### src/rtl/stall_ctrl_pkg.sv
// Shared pipeline definitions for the stall controller and its HI/LO busy timer.
package stall_ctrl_pkg;

  // Default latencies of the HI/LO unit, in cycles.
  localparam int MULT_CYCLES_DEF = 5;
  localparam int DIV_CYCLES_DEF  = 10;

  // Operand-use / result-ready timing field widths.
  localparam int TUSE_W = 2;
  localparam int TNEW_W = 3;

  // Tuse code meaning "this operand is not read".
  localparam logic [TUSE_W-1:0] TUSE_UNUSED = 2'd3;

  // HI/LO timer states.
  typedef enum logic {
    MD_IDLE = 1'b0,
    MD_BUSY = 1'b1
  } md_state_e;

  // Down-counter width: wide enough for the longest operation, never below 4 bits.
  function automatic int md_cnt_width(input int mult_cycles, input int div_cycles);
    int mx;
    int w;
    mx = (mult_cycles > div_cycles) ? mult_cycles : div_cycles;
    w  = $clog2(mx + 1);
    return (w < 4) ? 4 : w;
  endfunction

endpackage

### src/rtl/stall_ctrl_md_busy_timer.sv
// HI/LO unit busy timer: counts down the latency of a mult/div started in E.
// A start seen while already busy is ignored so the running operation is not disturbed.
module md_busy_timer
  import stall_ctrl_pkg::*;
#(
  parameter int MULT_CYCLES = MULT_CYCLES_DEF,
  parameter int DIV_CYCLES  = DIV_CYCLES_DEF
) (
  input  logic clk,
  input  logic reset,
  input  logic start,
  input  logic start_div,
  output logic md_busy,
  output logic md_done
);

  localparam int CNT_W = md_cnt_width(MULT_CYCLES, DIV_CYCLES);
  localparam logic [CNT_W-1:0] MULT_LOAD = CNT_W'(MULT_CYCLES);
  localparam logic [CNT_W-1:0] DIV_LOAD  = CNT_W'(DIV_CYCLES);
  localparam logic [CNT_W-1:0] CNT_ONE   = CNT_W'(1);
  localparam logic [CNT_W-1:0] CNT_TWO   = CNT_W'(2);

  md_state_e        state;
  logic [CNT_W-1:0] cnt;
  logic [CNT_W-1:0] load_val;

  assign load_val = start_div ? DIV_LOAD : MULT_LOAD;

  // Timer FSM; md_busy/md_done are registered alongside the state so they
  // always equal (state==BUSY) and (state==BUSY && cnt==1).
  always_ff @(posedge clk) begin
    if (reset) begin
      state   <= MD_IDLE;
      cnt     <= '0;
      md_busy <= 1'b0;
      md_done <= 1'b0;
    end else begin
      case (state)
        MD_IDLE: begin
          if (start) begin
            state   <= MD_BUSY;
            cnt     <= load_val;
            md_busy <= 1'b1;
            md_done <= (load_val == CNT_ONE);
          end else begin
            state   <= MD_IDLE;
            cnt     <= cnt;
            md_busy <= 1'b0;
            md_done <= 1'b0;
          end
        end
        MD_BUSY: begin
          cnt <= cnt - CNT_ONE;
          if (cnt == CNT_ONE) begin
            state   <= MD_IDLE;
            md_busy <= 1'b0;
            md_done <= 1'b0;
          end else begin
            state   <= MD_BUSY;
            md_busy <= 1'b1;
            md_done <= (cnt == CNT_TWO);
          end
        end
        default: begin
          state   <= MD_IDLE;
          cnt     <= '0;
          md_busy <= 1'b0;
          md_done <= 1'b0;
        end
      endcase
    end
  end

endmodule

### src/rtl/stall_ctrl.sv
// Pipeline stall controller: detects RAW hazards on the D-stage sources and
// HI/LO conflicts, freezes F/D and bubbles D->E, and counts stalled cycles.
module stall_ctrl
  import stall_ctrl_pkg::*;
#(
  parameter int MULT_CYCLES = MULT_CYCLES_DEF,
  parameter int DIV_CYCLES  = DIV_CYCLES_DEF,
  parameter int STALL_CNT_W = 16
) (
  input  logic                   clk,
  input  logic                   reset,
  input  logic [4:0]             D_rs_addr,
  input  logic [4:0]             D_rt_addr,
  input  logic [TUSE_W-1:0]      D_Tuse_rs,
  input  logic [TUSE_W-1:0]      D_Tuse_rt,
  input  logic                   D_is_md,
  input  logic [4:0]             E_wa,
  input  logic [4:0]             M_wa,
  input  logic [TNEW_W-1:0]      E_Tnew,
  input  logic [TNEW_W-1:0]      M_Tnew,
  input  logic                   E_md_start,
  input  logic                   E_md_div,
  output logic                   F_en,
  output logic                   FD_en,
  output logic                   DE_clr,
  output logic                   md_busy,
  output logic                   md_done,
  output logic [STALL_CNT_W-1:0] stall_cnt
);

  logic [TNEW_W-1:0] tuse_rs_ext;
  logic [TNEW_W-1:0] tuse_rt_ext;
  logic              rs_haz;
  logic              rt_haz;
  logic              md_haz;
  logic              stall;

  md_busy_timer #(
    .MULT_CYCLES (MULT_CYCLES),
    .DIV_CYCLES  (DIV_CYCLES)
  ) u_md_timer (
    .clk       (clk),
    .reset     (reset),
    .start     (E_md_start),
    .start_div (E_md_div),
    .md_busy   (md_busy),
    .md_done   (md_done)
  );

  assign tuse_rs_ext = {{(TNEW_W-TUSE_W){1'b0}}, D_Tuse_rs};
  assign tuse_rt_ext = {{(TNEW_W-TUSE_W){1'b0}}, D_Tuse_rt};

  // Hazard detection; register 0 is hard-wired so it never needs forwarding.
  always_comb begin
    rs_haz = 1'b0;
    rt_haz = 1'b0;
    if (D_rs_addr != 5'd0) begin
      rs_haz = ((E_wa == D_rs_addr) && (E_Tnew > tuse_rs_ext)) ||
               ((M_wa == D_rs_addr) && (M_Tnew > tuse_rs_ext));
    end else begin
      rs_haz = 1'b0;
    end
    if (D_rt_addr != 5'd0) begin
      rt_haz = ((E_wa == D_rt_addr) && (E_Tnew > tuse_rt_ext)) ||
               ((M_wa == D_rt_addr) && (M_Tnew > tuse_rt_ext));
    end else begin
      rt_haz = 1'b0;
    end
  end

  assign md_haz = D_is_md && (md_busy || E_md_start);
  assign stall  = rs_haz || rt_haz || md_haz;
  assign F_en   = !stall;
  assign FD_en  = !stall;
  assign DE_clr = stall;

  // Saturating stalled-cycle counter.
  always_ff @(posedge clk) begin
    if (reset) begin
      stall_cnt <= '0;
    end else if (stall && (stall_cnt != {STALL_CNT_W{1'b1}})) begin
      stall_cnt <= stall_cnt + {{(STALL_CNT_W-1){1'b0}}, 1'b1};
    end else begin
      stall_cnt <= stall_cnt;
    end
  end

endmodule

### config.mk
export PLATFORM = sky130hd
export DESIGN_NAME = stall_ctrl
export DESIGN_NICKNAME = d
export VERILOG_FILES = /design/src/rtl/stall_ctrl_pkg.sv /design/src/rtl/stall_ctrl_md_busy_timer.sv /design/src/rtl/stall_ctrl.sv
export SDC_FILE = /design/constraint.sdc
export NUM_CORES = 1
export LEC_CHECK = 0
export CAP_MARGIN = 20
export CORE_ASPECT_RATIO = 1.4
export CORE_UTILIZATION = 48
export CTS_BUF_LIST = sky130_fd_sc_hd__clkbuf_4 sky130_fd_sc_hd__clkbuf_8 sky130_fd_sc_hd__clkbuf_16
export CTS_CLUSTER_DIAMETER = 200
export DETAILED_ROUTE_END_ITERATION = 6
export HOLD_SLACK_MARGIN = 0.15
export PLACE_DENSITY = 0.89
export SKIP_LAST_GASP = 1
export SLEW_MARGIN = 25
export SYNTH_ARGS = -nofsm -noshare
export SYNTH_HDL_FRONTEND = slang
export SYNTH_SLANG_ARGS = --single-unit
export TNS_END_PERCENT = 50
### constraint.sdc
create_clock -name clk -period 3.9 [get_ports clk]
set_clock_uncertainty 0.05 [all_clocks]
set_input_delay 0.585 -clock clk [delete_from_list [all_inputs] [get_ports clk]]
set_output_delay 0.585 -clock clk [all_outputs]
set_load 0.02 [all_outputs]
==> flow_summary.json <==
{
  "stdcell_count": 284,
  "synth_warnings": 0,
  "drv_cap": 0,
  "firstDrtPassIters": 4,
  "drive_above_1_share_pct": 4.08,
  "worstSetupPathType": "in2out",
  "synth_seq_cells": 22,
  "routed_wl_um": 3890,
  "crit_path_end_kind": "primary output",
  "finalSetupViolations": 0,
  "drc": 0,
  "power_w": 0.000625,
  "cp_common_cell": "clkdlybuf4s50_1",
  "timing.rr.start": "stall_cnt[2]$_SDFFE_PP0P_",
  "syn_nets": 238,
  "cts_root_buffer": "clkbuf_8",
  "critPathArrivalTime_ps": 3100,
  "via_count": 1664,
  "syn_to_final_growth_pct": 41.8,
  "synth-async-reset-ratio_pct": 0,
  "status": "completed",
  "avgViaCountPerCell": 5.86,
  "synth-edff-count": 0,
  "synth_area_um2": 1550,
  "core-area_um2": 3090,
  "ant_nets": 0,
  "dp_slack_ps": 63.0,
  "clkTransAtPathRegs_ps": 70,
  "final_max_slew_viol_count": 0,
  "diodes": 0,
  "io_pins": 56,
  "ff2ff_path_depth": 8,
  "r2r_setup_slack_ps": 1770,
  "dieArea_um2": 3470,
  "worst_slack_ps": 164,
  "cts_inserted_buffers": 3,
  "initial_core_util_pct": 50.2,
  "grt_pass1_wl_um": 6480,
  "tightest_slew_ps": 806,
  "crit_chain": "clkdlybuf4s50_1 > inv_1 > ha_1 > nor2b_1 > o311ai_0 > buf_4 > o22a_1 > o21ai_1 > nor2_2 > clkdlybuf4s50_1",
  "crit_fanout": 5,
  "rsz0062_at_grt": "no",
  "grt_pass1_vias": 1521,
  "ys_types": 35,
  "syn_avg_cell_area_um2": 8.14,
  "holdWs_ps": 452,
  "clock_latency_ps": 270,
  "cp_top_family": "buffers and inverters",
  "critPathRequiredTime_ps": 3260,
  "yosysMostFrequentCell": "dfxtp_1",
  "holdCritPathClass": "reg2reg",
  "powerDensity_nw_per_um2": 284,
  "cpPeakStageDelay_ps": 650,
  "worstSetupPathDepth": 10,
  "finalCritPeriodShare_pct": 95.8,
  "synth_cells": 191,
  "hold_viol_final": 0,
  "synth_largest_area_cell": "dfxtp_1",
  "hold_buffers": 0,
  "yosys-top-cells-area": "dfxtp_1, ha_1, xnor2_1",
  "start_kind": "input port",
  "cts_buffer_depth": 2,
  "synth_top_area_share_pct": 28.3,
  "min_path_cells": 2,
  "fmaxAchievable_ghz": 0.268,
  "period_needed_ps": 3740,
  "fin_tns_setup_ps": 0,
  "num_rows": 24,
  "overflow": 0,
  "cp_num_buf_inv": 4,
  "grt_max_degree": 29,
  "drt-initial-drc-count": 33,
  "ys_seq_area_share_pct": 28.3,
  "vdd_drop_max_mv": 0.280,
  "die_y_um": 69.3,
  "htreeDepth": 1,
  "io_buffers": 55,
  "place_inst": 280,
  "post-dp-hpwl_um": 3060,
  "critical_path.startpoint": "D_Tuse_rt[1]",
  "drt-wirelength-per-cell_um": 13.7,
  "relSlewSlack_pct": 46.1,
  "gp_congestion": 0.796,
  "slowest_stage": "clkdlybuf4s50_1",
  "cp-endpoint": "F_en",
  "fillCellCount": 246,
  "fp.dieW_um": 50.1,
  "cts.sinks": 22,
  "r2r-end": "stall_cnt[6]$_SDFFE_PP0P_",
  "ys.flop_type": "dfxtp_1",
  "grt_usage_pct": 23.9,
  "ys_top_cells_by_count": "dfxtp_1, a21oi_1, xnor2_1",
  "antenna_found_initial": 0,
  "nets": 293,
  "power.leakage_nw": 0.767,
  "cts_tree": "yes"
}
==> worst min-delay path: stages, from the launching register on <==
cell and delay, ps:
dfxtp_1 330, o31ai_1 70, a21oi_1 60
==> how the worst min path moves through the flow <==
stage | startpoint | to | slack (ps)
global route | stall_cnt[11]$_SDFFE_PP0P_ | stall_cnt[11]$_SDFFE_PP0P_ | 500
CTS | stall_cnt[11]$_SDFFE_PP0P_ | stall_cnt[11]$_SDFFE_PP0P_ | 450
global placement | stall_cnt[10]$_SDFFE_PP0P_ | stall_cnt[10]$_SDFFE_PP0P_ | 430
detailed placement | stall_cnt[11]$_SDFFE_PP0P_ | stall_cnt[11]$_SDFFE_PP0P_ | 440
floorplan | u_md_timer.cnt[3]$_SDFFE_PP0N_ | u_md_timer.cnt[3]$_SDFFE_PP0N_ | 430
finish | stall_cnt[11]$_SDFFE_PP0P_ | stall_cnt[11]$_SDFFE_PP0P_ | 450
==> area by class of cell <==
type,count,area (um^2),area share (%)
clock inverters,1,30.0,1.36
multi-input cells,149,1030,46.7
clock buffers,3,41.3,1.87
inverters,13,48.8,2.21
flip-flops and latches,22,440,20.0
well taps,39,48.8,2.21
repair buffers,57,566,25.7
==> metrics by stage <==
stage	utilization (%)	area, um^2
final	71.2	2200
after detailed placement	68.9	2130
after global routing	71.2	2200
after CTS	71.2	2200
after global placement	68.9	2130
after floorplan	-	1550
==> metal layers <==
| layer | track usage, % | part of all wire, % | wire length (um) | up-vias |
|---|---|---|---|---|
| met5 | 0 | 0 | 0 | - |
| met4 | 13.0 | 3.1 | 119 | 0 |
| met3 | 1.97 | 4.9 | 189 | 11 |
| met2 | 43.9 | 54 | 2110 | 73 |
| met1 | 25.7 | 38 | 1470 | 766 |
| li1 | - | - | - | 814 |
==> cell usage in the layout (no fill, tap or decap), types with 2 or more instances in the layout <==
| master | n |
|---|---|
| clkdlybuf4s50_1 | 55 |
| dfxtp_1 | 22 |
| xnor2_1 | 16 |
| a21oi_1 | 16 |
| inv_1 | 13 |
| ha_1 | 12 |
| nor2_1 | 11 |
| o21ai_0 | 11 |
| or3_1 | 10 |
| or4_1 | 9 |
| nand2_1 | 8 |
| nand4_1 | 7 |
| a211oi_1 | 6 |
| nand3_1 | 6 |
| xor2_1 | 5 |
| o31ai_1 | 5 |
| nand3b_1 | 4 |
| nor2b_1 | 3 |
| clkbuf_8 | 3 |
| o311ai_0 | 2 |
| and4_1 | 2 |
| nor3_1 | 2 |
| and3_1 | 2 |
| mux2i_1 | 2 |
| buf_4 | 2 |
==> power by group <==
part           switching, W  internal, W
clock             0.0000772     0.000137
sequential        0.0000131     0.000233
combinational     0.0000777    0.0000863
==> registers in the layout, indices dropped and copies added, names as in the netlist <==
signal / cells
u_md_timer.md_done: 1
stall_cnt: 16
u_md_timer.state: 1
u_md_timer.cnt: 4
==> kinds of logic after synthesis <==
logic type                 share of synthesized area, %
AOI/OAI and AO/OA                                  18.7
xor gates and xnor gates                           11.8
adders and majority gates                          9.66
buffers and inverters                              5.64
DFF                                                28.3
muxes                                              1.29
and+or+nand+nor                                    24.6
==> repair_timing <==
item                       in CTS  in global routing
hold endpoints to repair        0                  0
resized for setup               0                  1
setup endpoints to repair       0                  3
setup buffers                   0                  0
(Power assumes the default switching activity.)
